`config.mk`:
```
export PLATFORM = sky130hd
export DESIGN_NAME = prng_word_buffer
export DESIGN_NICKNAME = d
export VERILOG_FILES = /design/src/rtl/prng_word_buffer.sv
export SDC_FILE = /design/constraint.sdc
export NUM_CORES = 1
export LEC_CHECK = 0
export BUFFER_PORTS_ARGS = -buffer_cell sky130_fd_sc_hd__buf_2
export CORE_MARGIN = 4
export CORE_UTILIZATION = 49
export CTS_CLUSTER_DIAMETER = 50
export CTS_CLUSTER_SIZE = 24
export DETAILED_ROUTE_END_ITERATION = 16
export PLACE_DENSITY = 0.75
export SYNTH_ARGS = -nofsm -noshare
export SYNTH_HDL_FRONTEND = slang
export SYNTH_SLANG_ARGS = --single-unit
```
`constraint.sdc`:
```
create_clock -name clk -period 2.7 [get_ports clk]
set_input_delay 0.135 -clock clk [delete_from_list [all_inputs] [get_ports clk]]
set_output_delay 0.135 -clock clk [all_outputs]
set_load 0.1 [all_outputs]
```
`src/rtl/prng_word_buffer.sv`:
```
// Prefetch FIFO between the xoshiro generator and the bus: keeps DEPTH words
// buffered and serves byte/halfword/word reads from the oldest entry.
module prng_word_buffer #(
  parameter int DEPTH = 4
) (
  input  logic                       clk,
  input  logic                       rst_n,
  output logic                       prng_next,
  input  logic [31:0]                prng_rnd,
  input  logic                       prng_busy,
  input  logic                       flush,
  input  logic                       rd_req,
  input  logic [1:0]                 rd_width,
  output logic                       rd_ack,
  output logic [31:0]                rd_data,
  output logic [$clog2(DEPTH):0]     level
);

  localparam int AW = $clog2(DEPTH);

  localparam logic [AW+1:0] DEPTH_W  = (AW+2)'(DEPTH);
  localparam logic [AW-1:0] PTR_ONE  = AW'(1);
  localparam logic [AW:0]   LVL_ONE  = (AW+1)'(1);
  localparam logic [AW:0]   LVL_ZERO = '0;

  localparam logic [1:0] WIDTH_BYTE = 2'b00;
  localparam logic [1:0] WIDTH_HALF = 2'b01;

  logic [31:0]   mem [DEPTH];
  logic [AW-1:0] wr_ptr_reg;
  logic [AW-1:0] rd_ptr_reg;
  logic [AW:0]   level_reg;
  logic          pending_reg;
  logic          rd_ack_reg;
  logic [31:0]   rd_data_reg;

  logic [AW+1:0] committed;
  logic          push;
  logic          pop;
  logic [31:0]   head_word;
  logic [31:0]   head_masked;
  logic [AW:0]   level_next;
  logic [AW-1:0] wr_ptr_next;
  logic [AW-1:0] rd_ptr_next;

  // Credit counts words already stored plus the one possibly in flight;
  // a pop in this cycle does not free a slot until the next one.
  assign committed = {1'b0, level_reg} + {{(AW+1){1'b0}}, pending_reg};
  assign prng_next = rst_n & ~prng_busy & ~flush & (committed < DEPTH_W);

  assign push = pending_reg & ~flush;
  assign pop  = rd_req & ~rd_ack_reg & (level_reg != LVL_ZERO) & ~flush;

  assign head_word = mem[rd_ptr_reg];

  always_comb begin
    head_masked = head_word;
    case (rd_width)
      WIDTH_BYTE: head_masked = {24'h0, head_word[7:0]};
      WIDTH_HALF: head_masked = {16'h0, head_word[15:0]};
      default:    head_masked = head_word;
    endcase
  end

  always_comb begin
    level_next  = level_reg;
    wr_ptr_next = wr_ptr_reg;
    rd_ptr_next = rd_ptr_reg;
    if (push) begin
      wr_ptr_next = wr_ptr_reg + PTR_ONE;
    end
    if (pop) begin
      rd_ptr_next = rd_ptr_reg + PTR_ONE;
    end
    case ({push, pop})
      2'b10:   level_next = level_reg + LVL_ONE;
      2'b01:   level_next = level_reg - LVL_ONE;
      default: level_next = level_reg;
    endcase
  end

  // Storage has no reset so it can map onto distributed/block RAM.
  always_ff @(posedge clk) begin
    if (push) begin
      mem[wr_ptr_reg] <= prng_rnd;
    end
  end

  always_ff @(posedge clk or negedge rst_n) begin
    if (!rst_n) begin
      wr_ptr_reg  <= '0;
      rd_ptr_reg  <= '0;
      level_reg   <= '0;
      pending_reg <= 1'b0;
      rd_ack_reg  <= 1'b0;
      rd_data_reg <= '0;
    end else begin
      pending_reg <= prng_next;
      rd_ack_reg  <= pop;
      if (pop) begin
        rd_data_reg <= head_masked;
      end
      if (flush) begin
        wr_ptr_reg <= '0;
        rd_ptr_reg <= '0;
        level_reg  <= '0;
      end else begin
        wr_ptr_reg <= wr_ptr_next;
        rd_ptr_reg <= rd_ptr_next;
        level_reg  <= level_next;
      end
    end
  end

  assign rd_ack  = rd_ack_reg;
  assign rd_data = rd_data_reg;
  assign level   = level_reg;

endmodule

```
==> reports/qor.txt, run 1 <==
status - finished clean
vias in the first global route - 3490
Setup crit end kind - flip-flop
detailed placement HPWL - 7110 um
non-filler cells, final - 604
crit start category - flip-flop
Tot Pwr - 0.00782 W
largest net degree at the start of global routing - 42
sequential-to-total area share from yosys stat - 77.0%
Period minus WS final - 2440 ps
total CTS buffers - 17
crit-path max FO - 16
worst skew pair latency - 420 ps
hold_ws - 176 ps
area leader, netlist - edfxtp_1
final net count - 463
via count - 3216
pwr/cell area - 984 nW/um^2
CTS sink count - 169
post-DR wirelength/cell - 19.7 um
CTS Root Cell - clkbuf_16
layout cell share with drive strength beyond 1 - 40.0%
routed vias/inst - 5.32
max reg flops - 128
Tot GR Track Use - 17.5%
diode count - 0
hold violation count in the final report - 0
Netlist Area Pre-Place - 6320 sq um
hold crit path type - in2reg
Rel. slew slack - 21.8%
worst-case clock buffer depth - 2
Pleak - 2.94 nW
Detailed Routing Iterations Pass 1 - 4
grt ovf - 0
unique cell type count in the Yosys netlist - 34
io pins - 76
Final setup viols - 0
initial core utilization - 50.1%
period utilisation layout - 90.4%
commonest non-fill, non-tap cells in the layout - 128 x edfxtp_1, 74 x buf_2, 35 x dlygate4sd3_1, 35 x dfrtp_1, 32 x mux4_2
Reg clk slew, reported paths - 60 ps
Routed Antenna Nets - 0
Row Count - 41
Synth-to-Final Area Change - 25.7%
slew at the pin closest to its max-slew limit - 1170 ps
H-tree depth reported by CTS - 4
Syn Area/Cell - 21.3 sq um
post-synthesis register bit count - 169
cell count after synthesis - 297
RSZ-0062 raised after global routing - no
WP data required - 3030 ps
syn_nets - 341
DRC violations left - 0
Total Wirelength - 11900 um
DIE AREA - 14800 sq um
maximum clock frequency - 0.410 GHz
max cap viols - 0
clock skew - 7.28 ps
commonest non-fill, non-tap cell in the layout - edfxtp_1
synth warn - 0
CP Class - reg2reg
core area - 12600 sq um
Die Wd - 122 um
CTS tree - done
worst endpoint data arrival time - 2780 ps
Peak VDD IR - 0.572 mV
placed instance count - 537
synth top area cells - edfxtp_1 61%, dfrtp_1 16%, mux4_2 11%, a22o_1 3.3%, mux2_2 1.8%
top cell type's share of synthesized area - 60.8%
Port Buf Inserts - 75
first-pass GRT wire length - 19100 um
antenna violations before repair - 0
gpl congestion - 0.759
Die H - 122 um
initial drt markers - 198
Max Slew Vio Count - 0
setup TNS - 0 ps
-- logic make-up after synthesis --
group                      synth area share (%)
DFF                                        77.0
muxes                                      13.3
AOI/OAI and AO/OA                          3.80
and+or+nand+nor                            2.61
buffers and inverters                      1.60
adders and majority gates                  1.11
xor gates and xnor gates                  0.554
-- synthesized netlist by cell type --
cell / count
a21oi_1: 1
a22o_1: 24
a31oi_1: 2
and2_1: 4
buf_2: 6
buf_4: 1
buf_6: 2
clkbuf_1: 7
dfrtp_1: 41
edfxtp_1: 128
fa_1: 1
ha_1: 4
inv_1: 4
mux2_2: 10
mux2i_1: 1
mux4_2: 32
nand2_1: 1
nand2b_4: 1
nand3_1: 2
nand4b_1: 1
nor2_1: 9
nor2_2: 1
nor2b_1: 1
nor3_1: 1
nor3_2: 1
nor3b_1: 1
o21a_1: 1
o21ai_0: 1
or3_1: 1
or3_4: 1
or4_1: 1
or4b_2: 1
xnor2_1: 3
xor2_1: 1
-- repair_timing --
item | CTS | global route
hold endpoints to repair | 175 | 0
resized for setup | 0 | 0
setup buffers | 0 | 0
hold buffers | 35 | 0
-- through the flow --
stage | area [sq um] | util [%] | setup slack, ps
after floorplan | 6340 | - | 77.9
after global placement | 6960 | 55.2 | 366
after detailed placement | 6960 | 55.2 | 245
after CTS | 7950 | 63.0 | 248
after global routing | 7950 | 63.0 | 114
final | 7950 | 63.0 | 259
-- final timing paths --
kind                               to  cells past startpoint        from  slack (ps)
setup / recovery             level[2]                      6    level[0]         260
hold / removal               level[1]                      5      rd_req         180
setup reg to reg             level[2]                      6    level[0]         260
hold reg to reg            rd_data[4]                      1  rd_data[4]         500
max in group asynchronous    level[0]                      3       rst_n        1880
min in group asynchronous  rd_data[2]                      3       rst_n         380
-- layout make-up --
type                       instances  area, sq um
clock buffer                      23          532
clock inverter                     9          106
fill                             905         4670
inverter                           4         15.0
multi-input combinational        108         1370
sequential                       169         4880
tap                              172          215
timing repair buffer             119          833
-- critical path, cell delays in order, from the launching register on --
cell and delay [ps]:
dfrtp_4 510, nor3_2 350, or3_4 310, nor2_1 80, fa_1 430, or4_1 540
a31oi_1 130
-- power by group --
group          internal, W  total (W)  switching [W]
clock network      0.00157    0.00252       0.000941
registers          0.00302    0.00316       0.000148
logic             0.000409    0.00214        0.00173
-- metal layers --
metal | wire (um) | share of wire [%] | vias to the layer above | GRT usage [%]
li1 | - | - | 1447 | -
met5 | 0 | 0 | - | 0
met3 | 512 | 4.3 | 10 | 4.83
met4 | 121 | 1.0 | 0 | 5.74
met2 | 6370 | 53 | 81 | 29.2
met1 | 4920 | 41 | 1678 | 22.5
Power figures use the tool's default switching activity.
==> run 2: changes to the inputs <==
PLACE_DENSITY = 0.69   (was 0.75)
==> reports/qor.txt, run 2 (synthesized netlist as in run 1, its figures left out) <==
period utilisation layout - 91.0%
Detailed Routing Iterations Pass 1 - 4
Total Wirelength - 11900 um
Reg clk slew, reported paths - 60 ps
RSZ-0062 raised after global routing - no
crit-path max cell delay - 530 ps
clock skew - 6.47 ps
diode count - 0
crit start category - flip-flop
gpl congestion - 0.734
hold crit path type - in2reg
WP data required - 3030 ps
Synth-to-Final Area Change - 25.1%
H-tree depth reported by CTS - 4
crit-path max FO - 17
final net count - 464
Die H - 122 um
slew at the pin closest to its max-slew limit - 1230 ps
hold violation count in the final report - 0
core area - 12600 sq um
Tot Pwr - 0.00778 W
commonest non-fill, non-tap cell in the layout - edfxtp_1
CTS sink count - 169
detailed placement HPWL - 6980 um
Critical Path Source - level[0]
worst reg2reg path endpoint - level[2]
Rel. slew slack - 17.4%
worst-case clock buffer depth - 2
fin util - 62.7%
post-DR wirelength/cell - 19.8 um
CTS Root Cell - clkbuf_16
pre-CTS setup slack - 242 ps
maximum clock frequency - 0.407 GHz
Max Slew Vio Count - 0
layout cell share with drive strength beyond 1 - 39.4%
worst endpoint data arrival time - 2780 ps
worst skew pair latency - 420 ps
first-pass GRT wire length - 19300 um
Final setup viols - 0
Worst Hold End - level[1]
grt ovf - 0
pwr/cell area - 983 nW/um^2
post-route cell area - 7910 sq um
DIE AREA - 14800 sq um
filler cell count - 932
Row Count - 41
Tot GR Track Use - 17.7%
routed vias/inst - 5.38
placed inst area - 6950 sq um
worst path cell trace - nor3_2, or3_4, nor2_1, fa_1, or4_1, a31oi_1
max reg flops - 128
DRC violations left - 0
Post-CTS Setup Repair Bufs - 0
Peak VDD IR - 0.482 mV
worst r2r src - level[0]
CP Class - reg2reg
Worst R2R Setup Slack - 240 ps
io pins - 76
CTS tree - done
setup TNS - 0 ps
hold path startpoint - rd_req
Die Wd - 122 um
slowest stage cell, crit path - or4_1
Pleak - 2.93 nW
via count - 3251
max cap viols - 0
initial core utilization - 50.1%
total CTS buffers - 17
hold path cells - 5
initial drt markers - 191
status - finished clean
Port Buf Inserts - 75
antenna violations before repair - 0
Worst Slack Setup Final - 242 ps
commonest non-fill, non-tap cells in the layout - 128 x edfxtp_1, 75 x buf_2, 35 x dlygate4sd3_1, 35 x dfrtp_1, 32 x mux4_2
largest net degree at the start of global routing - 42
Setup crit end kind - flip-flop
vias in the first global route - 3429
R2R cell count - 6
Period minus WS final - 2460 ps
Routed Antenna Nets - 0
-- run 2: changes by cell type in the layout (fill, tap and decap cells not counted), moves of 2 or more --
cell        before  now
clkbuf_16       20   17
bufinv_16        2    4
clkinv_1         0    2
clkinvlp_4       3    1
-- run 2: area by class of cell --
| class | count | area [sq um] | share of cell area [%] |
|---|---|---|---|
| clock buffer | 21 | 460 | 5.82 |
| clock inverter | 10 | 150 | 1.90 |
| inverter | 4 | 15.0 | 0.190 |
| multi-input combinational | 108 | 1370 | 17.2 |
| sequential | 169 | 4880 | 61.7 |
| tap | 172 | 215 | 2.72 |
| timing repair buffer | 120 | 826 | 10.4 |
-- run 2: where the power goes --
part / total, W / switching, W / internal [W]
Clock: 0.00248 / 0.000900 / 0.00158
Sequential: 0.00315 / 0.000135 / 0.00302
Combinational: 0.00215 / 0.00174 / 0.000406
Total: 0.00778 / 0.00278 / 0.00500
-- run 2: how the worst max path moves through the flow --
stage               cells after the start  endpoint
finish                                  6  level[2]
global route                            6  level[2]
CTS                                     6  level[2]
detailed placement                      6  level[2]
floorplan                               8  level[2]
global placement                        6  level[2]
-- run 2: what timing repair did --
item                                   4_1_cts  5_1_grt
endpoints found under the hold margin      174        0
setup endpoints to repair                    0        0
hold buffers                                35        0
resized for setup                            0        0
-- run 2: metal layers --
layer	track usage (%)	share of wire, %	routed length, um
met1	23.4	41	4930
met2	29.3	53	6350
met3	4.22	4.3	519
met4	6.16	1.1	136
met5	0	0	0
-- run 2: critical path: cells and delay by family, from the launching register on --
family                   cells  cell delay (ps)
AND/OR/NAND/NOR              4             1270
flip-flops                   1              510
adder cells (fa/ha/maj)      1              430
AO/OA/AOI/OAI                1              150
-- run 2: through the flow --
stage	std cells	hold WS, ps
after floorplan	297	-161
after global placement	538	308
after detailed placement	538	315
after CTS	604	151
after global routing	604	181
final	604	169
==> run 3: changes to the inputs <==
RECOVER_POWER = 100   (was not set)
==> reports/qor.txt, run 3 (synthesized netlist as in run 1, its figures left out) <==
worst reg2reg path endpoint - mem[2][20]
switching share of total power - 36.0%
non-filler cells, final - 604
Final setup viols - 0
Worst R2R Setup Slack - 220 ps
Port Buf Inserts - 75
Peak VDD IR - 0.479 mV
io pins - 76
Synth-to-Final Area Change - 23.4%
commonest non-fill, non-tap cells in the layout - 128 x edfxtp_1, 72 x clkbuf_1, 35 x dlygate4sd3_1, 35 x dfrtp_1, 32 x mux4_2
worst r2r src - pending_reg
CP Class - reg2reg
Row Count - 41
worst endpoint data arrival time - 2590 ps
CTS tree - done
core area - 12600 sq um
slew at the pin closest to its max-slew limit - 1250 ps
routed vias/inst - 5.36
Reg clk slew, reported paths - 60 ps
maximum clock frequency - 0.404 GHz
clock skew - 5.00 ps
gpl congestion - 0.734
post_cts resized - 0
via count - 3240
Rel. slew slack - 17.2%
RSZ-0062 raised after global routing - no
Tot GR Track Use - 17.7%
pwr/cell area - 989 nW/um^2
DIE AREA - 14800 sq um
DRC violations left - 0
grt ovf - 0
CTS sink count - 169
Setup crit end kind - flip-flop
post-DR wirelength/cell - 19.7 um
hold_ws - 168 ps
initial core utilization - 50.1%
diode count - 0
Detailed Routing Iterations Pass 1 - 4
Seq pwr share - 40.9%
status - finished clean
Total Wirelength - 11900 um
Period minus WS final - 2480 ps
P_sw - 0.00278 W
placed instance count - 538
Die H - 122 um
worst-case clock buffer depth - 2
vias in the first global route - 3429
Pleak - 2.70 nW
final net count - 464
layout cell share with drive strength beyond 1 - 22.2%
WP data required - 2810 ps
crit-path max FO - 19
initial drt markers - 231
crit start category - flip-flop
hold crit path type - in2reg
detailed placement HPWL - 6980 um
Max Slew Vio Count - 0
hold violation count in the final report - 0
R2R cell count - 3
max cap viols - 0
total CTS buffers - 17
first-pass GRT wire length - 19300 um
largest net degree at the start of global routing - 42
filler cell count - 954
power share of the combinational group - 27.0%
H-tree depth reported by CTS - 4
worst skew pair latency - 410 ps
antenna violations before repair - 0
max reg flops - 128
period utilisation layout - 91.8%
Die Wd - 122 um
setup TNS - 0 ps
CTS Root Cell - clkbuf_16
Routed Antenna Nets - 0
commonest non-fill, non-tap cell in the layout - edfxtp_1
Clk pwr share - 32.1%
Internal - 0.00494 W
Critical Path Source - pending_reg
CP endpoint - mem[2][20]
run 3: cell types whose count changed in the layout (fill, tap and decap cells not counted), sizes merged:
cell,delta
buf,-75
clkbuf,+75
run 3: power groups by stage:
stage	Combinational (W)	Clock, W	Sequential [W]
global route	0.00214	0.00264	0.00318
finish	0.00208	0.00248	0.00316
global placement	0.00210	0	0.00320
floorplan	0.000314	0	0.00462
detailed placement	0.00212	0	0.00320
CTS	0.00216	0.00252	0.00315
run 3: worst min-delay path by stage:
| stage | from | end | slack, ps | depth (start not counted) |
|---|---|---|---|---|
| after floorplan | rst_n | level[2] | -160 | 0 |
| after global placement | rst_n | rd_data[3] | 310 | 2 |
| after detailed placement | rst_n | rd_data[3] | 320 | 2 |
| after CTS | rd_req | level[1] | 150 | 5 |
| after global routing | rd_req | level[1] | 180 | 5 |
| final | rd_req | level[1] | 170 | 5 |
run 3: what timing repair did:
item                                   4_1_cts  5_1_grt
endpoints found under the hold margin      174        0
hold buffers                                35        0
setup buffers                                0        0
run 3: layout make-up:
type | count | area [sq um] | area share [%]
Inverter | 4 | 15.0 | 0.192
Clock inverter | 10 | 150 | 1.92
Tap cell | 172 | 215 | 2.76
Sequential cell | 169 | 4880 | 62.6
Clock buffer | 21 | 460 | 5.90
Multi-Input combinational cell | 108 | 1350 | 17.4
Timing Repair Buffer | 120 | 726 | 9.30
run 3: metrics by stage:
stage	util (%)	power (W)	setup slack, ps	instance area (sq um)
after global routing	61.8	0.00796	45.8	7800
final	61.8	0.00772	223	7800
after global placement	55.1	0.00530	343	6950
after CTS	62.7	0.00784	228	7910
after detailed placement	55.1	0.00532	242	6950
after floorplan	-	0.00494	77.9	6340
run 3: routing by layer:
layer  track usage [%]  wire length, um  vias to the layer above
met5                 0                0                        -
met4              6.16              159                        0
met3              4.22              510                       13
met2              29.3             6350                       73
met1              23.4             4880                     1706
li1                  -                -                     1448
run 3: critical path: stages, from the launching register on:
cell and delay [ps]:
dfrtp_1 610, nor2b_1 310, and2_0 970, buf_12 270
